`src/rtl/config_access_pkg.sv`:
```
// config_access_pkg: shared state encoding and sizing helper for the config export BEL
package config_access_pkg;

    typedef enum logic {
        CA_IDLE,
        CA_SHIFT
    } ca_state_t;

    function automatic int ca_cnt_w(input int n);
        return $clog2(n);
    endfunction

endpackage

```
`src/rtl/config_serialiser.sv`:
```
// config_serialiser: snapshots a word and shifts it out one bit per cycle
module config_serialiser
    import config_access_pkg::*;
#(
    parameter int W         = 12,
    parameter bit MSB_FIRST = 1'b0
) (
    input  logic         clk,
    input  logic         rst,
    input  logic         start,
    input  logic [W-1:0] din,
    output logic         rd_data,
    output logic         rd_valid,
    output logic         rd_last,
    output logic         busy
);

    localparam int CW = ca_cnt_w(W);
    localparam logic [CW-1:0] LAST = CW'(W - 1);

    ca_state_t     state;
    logic [CW-1:0] cnt;
    logic [W-1:0]  snap;

    // Frame FSM: a start is only honoured in IDLE; the snapshot is shifted so the output tap is fixed
    always_ff @(posedge clk) begin
        if (rst) begin
            state    <= CA_IDLE;
            cnt      <= '0;
            snap     <= '0;
            rd_data  <= 1'b0;
            rd_valid <= 1'b0;
            rd_last  <= 1'b0;
            busy     <= 1'b0;
        end else if (state == CA_IDLE) begin
            rd_data  <= 1'b0;
            rd_valid <= 1'b0;
            rd_last  <= 1'b0;
            if (start) begin
                snap  <= din;
                cnt   <= '0;
                state <= CA_SHIFT;
                busy  <= 1'b1;
            end
        end else begin
            rd_valid <= 1'b1;
            rd_data  <= MSB_FIRST ? snap[W-1] : snap[0];
            snap     <= MSB_FIRST ? snap << 1 : snap >> 1;
            rd_last  <= cnt == LAST;
            cnt      <= cnt == LAST ? '0 : cnt + 1'b1;
            state    <= cnt == LAST ? CA_IDLE : CA_SHIFT;
            busy     <= cnt != LAST;
        end
    end

endmodule

```
`src/rtl/config_access_shadow.sv`:
```
// config_access_shadow: handshake-updated shadow of tile config bits with serial readback
(* FABulous, BelMap, INIT=0, INIT_1=1, INIT_2=2, INIT_3=3, INIT_4=4, INIT_5=5, INIT_6=6, INIT_7=7, INIT_8=8, INIT_9=9, INIT_10=10, INIT_11=11 *)
module config_access_shadow
    import config_access_pkg::*;
#(
    parameter int                      NoConfigBits = 12,
    parameter logic [NoConfigBits-1:0] RESET_VALUE  = '0,
    parameter bit                      AUTO_UPDATE  = 1'b0,
    parameter bit                      MSB_FIRST    = 1'b0
) (
    input  logic                                         UserCLK,
    input  logic                                         RESET,
    (* FABulous, GLOBAL *)   input  logic [NoConfigBits-1:0] ConfigBits,
    (* FABulous, EXTERNAL *) output logic [NoConfigBits-1:0] C_bits,
    input  logic                                         update_req,
    output logic                                         update_ack,
    output logic                                         changed,
    input  logic                                         rd_start,
    output logic                                         rd_data,
    output logic                                         rd_valid,
    output logic                                         rd_last,
    output logic                                         busy
);

    logic load;

    assign load = AUTO_UPDATE || update_req;

    // Shadow register: level-sensitive capture, ack and change flag registered one cycle behind
    always_ff @(posedge UserCLK) begin
        if (RESET) begin
            C_bits     <= RESET_VALUE;
            update_ack <= 1'b0;
            changed    <= 1'b0;
        end else begin
            if (load) C_bits <= ConfigBits;
            update_ack <= !AUTO_UPDATE && update_req;
            changed    <= load && (ConfigBits != C_bits);
        end
    end

    config_serialiser #(
        .W         (NoConfigBits),
        .MSB_FIRST (MSB_FIRST)
    ) u_ser (
        .clk      (UserCLK),
        .rst      (RESET),
        .start    (rd_start),
        .din      (C_bits),
        .rd_data  (rd_data),
        .rd_valid (rd_valid),
        .rd_last  (rd_last),
        .busy     (busy)
    );

endmodule

```
`config.mk`:
```
export PLATFORM = sky130hd
export DESIGN_NAME = config_access_shadow
export DESIGN_NICKNAME = d
export VERILOG_FILES = /design/src/rtl/config_access_pkg.sv /design/src/rtl/config_serialiser.sv /design/src/rtl/config_access_shadow.sv
export SDC_FILE = /design/constraint.sdc
export NUM_CORES = 1
export LEC_CHECK = 0
export CORE_MARGIN = 10
export CORE_UTILIZATION = 30
export DETAILED_ROUTE_END_ITERATION = 10
export DONT_BUFFER_PORTS = 1
export PLACE_DENSITY = 0.5
export SYNTH_ARGS = -nofsm -noshare
export SYNTH_HDL_FRONTEND = slang
export SYNTH_SLANG_ARGS = --single-unit
```
`constraint.sdc`:
```
create_clock -name UserCLK -period 1.7 [get_ports UserCLK]
set_input_delay 0.51 -clock UserCLK [delete_from_list [all_inputs] [get_ports UserCLK]]
set_output_delay 0.51 -clock UserCLK [all_outputs]
set_load 0.02 [all_outputs]
```
==> After elaboration in Yosys (flattened, before gate mapping) <==
Index checks and enable logic that the tools add are counted.
{ "op_classes": {"addsub": 1, "n_eq_ne": 3, "muxes": 11, "n_bitwise": 1, "n_reduce_logical": 4} }
{ "op_table": {"columns": ["op", "count"], "rows": [
  ["11-bit 2-to-1 mux", 2],
  ["4-bit 2-to-1 mux", 3],
  ["12-bit inequality test", 1],
  ["1-bit 2-to-1 mux", 6],
  ["4-bit by 1-bit adder with 4-bit output (second input constant)", 1],
  ["4-bit equality test (second input constant)", 1],
  ["4-bit inequality test (second input constant)", 1],
  ["2-bit OR reduction", 2],
  ["2-bit nonzero test", 1],
  ["1-bit logical AND", 1],
  ["1-bit inverter", 1]
]} }
{ "word_totals": {"ff_bits": 35, "in_bits": 16, "word_cells": 31} }

==> Longest topological paths before layout <==
{ "logic_depth": {"ltp_word": 3, "depth_mapped": 5, "depth_no_buf": 4} }

==> Hierarchy <==
Synthesis repeated with hierarchy kept, for this count alone.
{ "unflattened": {"cells_unflattened": 146, "area_unflattened_um2": 1536.5} }
{ "modules_own_cells": {"columns": ["mod", "n_inst", "cells_per_inst", "area_per_inst_um2", "seq_area_each_um2"], "rows": [
  ["config_serialiser", 1, 89, 935.9, 420.4],
  ["config_access_shadow", 1, 57, 600.6, 280.3]
]} }

==> Least setup slack after synthesis <==
No wires, ideal clock.
{ "synth_path": {"kind": "input -> register", "startpoint": "input rd_start", "endpoint": "register u_ser.snap[10]", "setup_time_ns": 0.128, "arrival_time_ns": 1.198, "setup_slack_ns": 0.375, "cell_stages": 5, "cell_sequence": "buf_6 -> buf_12 -> mux2_4 -> mux2i_1 -> nor2_1"} }
{ "synth_between": {"elab_chain_cells": 1} }
{ "synth_rtl": {"columns": ["element", "line_no", "source"], "rows": [
  ["from (decl)", "config_access_shadow.sv:18", "input logic rd_start,"],
  ["2-bit nonzero test (no source line)", null, null],
  ["to (signal assigned)", "config_serialiser.sv:40", "snap <= din;"],
  ["to (signal assigned)", "config_serialiser.sv:48", "snap <= MSB_FIRST ? snap << 1 : snap >> 1;"],
  ["to (decl)", "config_serialiser.sv:23", "logic [W-1:0] snap;"]
]} }
No other way between the ends.
A chain may end at the register's enable or synchronous reset.

==> Final worst setup path <==
{ "layout_path": {"startpoint": "register u_ser.state", "endpoint": "register u_ser.cnt[2]"} }
{ "layout_between": {"elab_chain_cells": 1} }
{ "layout_rtl": {"columns": ["element", "line_no", "source"], "rows": [
  ["from (decl)", "config_serialiser.sv:21", "ca_state_t state;"],
  ["from (signal assigned)", "config_serialiser.sv:51", "state <= cnt == LAST ? CA_IDLE : CA_SHIFT;"],
  ["4-bit 2-to-1 mux or 2-bit nonzero test (tied branches)", null, null],
  ["to (signal assigned)", "config_serialiser.sv:50", "cnt <= cnt == LAST ? '0 : cnt + 1'b1;"],
  ["to (decl)", "config_serialiser.sv:22", "logic [CW-1:0] cnt;"]
]} }
Several ways; a longest one is shown, not always the timed one.

==> impl.org <==
** Routing
- Total number of vias :: 1009
- Antenna Nets Post-Route :: 0
- After detailed routing, the wire length on met1 is 1500 um.
- Met3 WL post-DR :: 352 um
- Remaining DRCs :: 0
- The routed design uses 1430 um of met2 wire.
- Before antenna repair, the detailed router went through 6 iterations.
- Highest layer used for signal routing :: met4
- In the routed layout, each cell is associated on average with a via count of approximately 4.7.
- Final routed wire length divided by cell count :: 15.6 um
- After detailed routing, the total wire length is 3330 um.
- After the first detailed-routing iteration, the DRC count stood at 59.

** Clock network
- In this run the post-CTS setup repair buffer count came out at 0.
- TritonCTS built the clock tree.
- For this design, the CTS-stage hold fixing added 0 buffers.
- Post_cts resized :: 0
- For the worst-skew pair, the clock arrives at the later sink with an insertion delay of 280 ps.
- After clock tree synthesis, the clock-pin slew on the worst setup and hold paths is 60 ps.
- Count of H-tree levels built during CTS :: 2
- The number of clock buffers added by TritonCTS is 5.
- Clk root buf :: clkbuf_8
- The clock passes through at most 2 buffers.
- Counting every sink on the clock net gives 35.

** STA
- Setup violations remaining at the end of the flow were counted as 0.
- The routed design could run at a clock period as short as between 1000 and 1500 ps.
- Headroom to the max-slew limit came out at 76.5%.
- The count of final hold-check violations is 0.
- For the final database, setup skew stands at 3.85 ps.
- Final period utilization :: between 70% and 80%
- The number of max-slew violations in the final report is 0.
- Achievable Freq :: around 750 MHz
- Transition at the pin with the smallest max-transition slack :: 352 ps
- Adding up every negative setup slack in the final design gives 0 ps.
- RSZ-0062 raised after global routing :: false

** Critical path
- Crit path buf inv count :: 1
- At the worst endpoint, the arrival time is approximately 1600 ps.
- In this run the register-to-register setup slack is about 370 ps.
- Critical Path End Type :: flop
- Family of cells with the greatest summed delay on the critical path :: flip-flops
- Reg-to-reg startpoint :: u_ser.state
- Along the worst path, the maximum fanout reaches 11.
- The largest single stage delay on the critical path is 530 ps.
- Slowest CP cell :: dfxtp_1
- Cell breakdown of the critical path :: buf_4, nor4bb_1, a21oi_1, nor2_1
- The worst setup path is launched from a flop.
- Worst r2r path cells :: 4
- The worst register-to-register path ends at u_ser.cnt[2].
- Data on the critical path is required at its endpoint by ~1900 ps.
- Timing startpoint of the critical path :: u_ser.state
- In this run the number of cells on the critical path is 4.
- In this run the worst setup path terminates at u_ser.cnt[2].
- The setup path with the least slack is of type reg -> reg.

** Synth
- In the synthesized netlist the dominant register cell turns out to be dfxtp_1.
- After synthesis, the share of flip-flops with an asynchronous set or reset is 0%.
- Ranked by total cell area, the synthesized netlist is headed by dfxtp_1 (46%), mux2i_1 (16%), xnor2_1 (6.8%).
- In this run the cell area of the synthesized design comes to 0.00154 mm^2.
- Gate Count Post-Synth :: 146
- Cell taking the most area after synthesis :: dfxtp_1
- By instance count, the leading cell after synthesis is dfxtp_1.
- After synthesis the netlist holds a flip-flop and latch count of 35.
- Ys Warns :: 0
- Counting instances in the post-synthesis netlist gives the leading cell types as dfxtp_1 (35), nor2_1 (26), mux2i_1 (25).
- Fraction of synthesized cell area taken by the top area cell type :: 45.6%
- When the netlist entered floorplanning its net count stood at 163.
- Proportion of synthesized chip area in sequential cells :: 45.6%
- After synthesis, the mean cell area works out to between 10 and 15 um^2.
- In this run, distinct cell masters in the synthesized netlist total 28.
- Number of synthesized flops with an enable pin :: 0

** Power and ir drop
- Leakage component of the power :: around 0.65 nW
- Power, Total :: about 0.0018 W
- Maximum resistive drop on vdd :: between 0.0004 and 0.0005 V
- Power Dens Cells :: 1060 mW/mm^2

** Cells and area
- Fin nets :: ~160
- Fraction of final layout cells sized beyond drive strength 1 :: 13.6%
- The number of antenna diodes in the final layout is 0.
- Post-Layout Inst Area :: 0.00168 mm^2
- For this run, the share of the core covered by cells in the final layout is 34.6%.
- Signed area change from the synthesized netlist to the final layout :: 9.21%
- The layout has 491 filler cells.
- After the flow finishes, the layout carries non-filler instances totaling roughly 210.

** Hold path
- Hold Path Origin :: RESET
- Class of the most critical hold timing path :: in -> reg

** Floorplanning
- Y dimension of the die :: 91.5 um
- The die covers 0.00838 mm^2.
- In this run the horizontal extent of the chip is 91.5 um.
- Total I/O pin count :: 34
- Core area :: 0.00485 mm^2
- The floorplan has 25 rows.
- Initial Utilization :: about a third

** GRT
- Across every metal layer, demand over resource in global routing totals 8.22%.
- Entering global routing, the biggest net connects 33 pins.
- Global-route wire length before repair :: 5400 um
- The number of global-route vias before repair was 1001.
- The total overflow left after global routing is 0.
- The number of antenna violations at the first check in global routing is 0.

** Place
- Port buffering added 0 buffers.
- Once detailed placement completed, the half-perimeter wirelength came to 2420 um.
- Placement Cell Area :: 0.00157 mm^2
- Post-placement cell count :: 207
- Routability-driven placement finished with a final weighted congestion of about 0.69.

** Status
- The flow ran to the end, and the final reports show no timing, DRC or antenna violations.

** Job
- Across the run, the number of max-cap violations was 0.
## flip-flops by register name, summed over array words and instances, names as in the netlist
signal          cells
update_ack          1
u_ser.rd_data       1
C_bits             12
u_ser.rd_valid      1
changed             1
u_ser.busy          1
u_ser.snap         12
u_ser.cnt           4
u_ser.state         1
u_ser.rd_last       1
## power breakdown
group / total (W) / internal (W) / leakage [nW] / switching, W
sequential: 0.000924 / 0.000858 / 0.287 / 0.0000657
clock: 0.000707 / 0.000430 / 0.0513 / 0.000277
combinational: 0.000147 / 0.0000892 / 0.316 / 0.0000576
total: 0.00178 / 0.00138 / 0.654 / 0.000401
## metal layers
| layer | vias to the layer above | GRT usage, % |
|---|---|---|
| met5 | - | 0 |
| met4 | 0 | 3.66 |
| met3 | 6 | 4.94 |
| met2 | 30 | 11.3 |
| met1 | 471 | 9.97 |
| li1 | 502 | - |
## final cells by class
cell class,count,area (um^2),area share [%]
well taps,67,83.8,5.00
clock buffers,6,72.6,4.33
clock inverters,1,30.0,1.79
flip-flops and latches,35,701,41.8
repair buffers,3,22.5,1.34
multi-input cells,102,767,45.7
## through the flow
stage | hold slack (ps) | setup WS (ps)
6_report | 298 | 366
5_1_grt | 279 | 263
4_1_cts | 286 | 360
3_5_place_dp | 437 | 391
3_3_place_gp | 436 | 432
2_1_floorplan | 426 | 375
## worst min path at each step
| stage | end | cells past startpoint |
|---|---|---|
| 2_1_floorplan | u_ser.rd_data | 1 |
| 3_3_place_gp | u_ser.rd_data | 1 |
| 3_5_place_dp | u_ser.rd_data | 1 |
| 4_1_cts | u_ser.snap[3] | 1 |
| 5_1_grt | u_ser.snap[7] | 1 |
| 6_report | C_bits[0] | 1 |
## worst reg2reg max path: stages, from the launching register on
cell      delay (ps)
dfxtp_1          530
buf_4            260
nor4bb_1         330
a21oi_1           70
nor2_1            80
## cell usage in the layout, fill, tap and decap left out, drive strengths merged
master	instances
nor3	2
dfxtp	35
nor4bb	1
nor2b	3
a31oi	1
o21bai	1
clkbuf	6
o21ai	1
nor2	26
a41oi	1
mux2	11
nand2b	1
nand4	3
buf	3
nand2	2
nor3b	1
ha	1
bufinv	1
o31a	1
a21oi	5
nand3	1
and2	1
xnor2	12
nand3b	2
mux2i	25
## logic make-up after synthesis
kind of cell / after synthesis / synth area share (%)
adder cells (fa/ha/maj): 1 / 0.815
AND/OR/NAND/NOR: 43 / 13.2
flip-flops: 35 / 45.6
XOR/XNOR: 12 / 6.85
multiplexers: 36 / 25.1
AO/OA/AOI/OAI: 10 / 3.99
buffers and inverters: 9 / 4.40
Note: power is estimated with default switching activity, not from simulation.
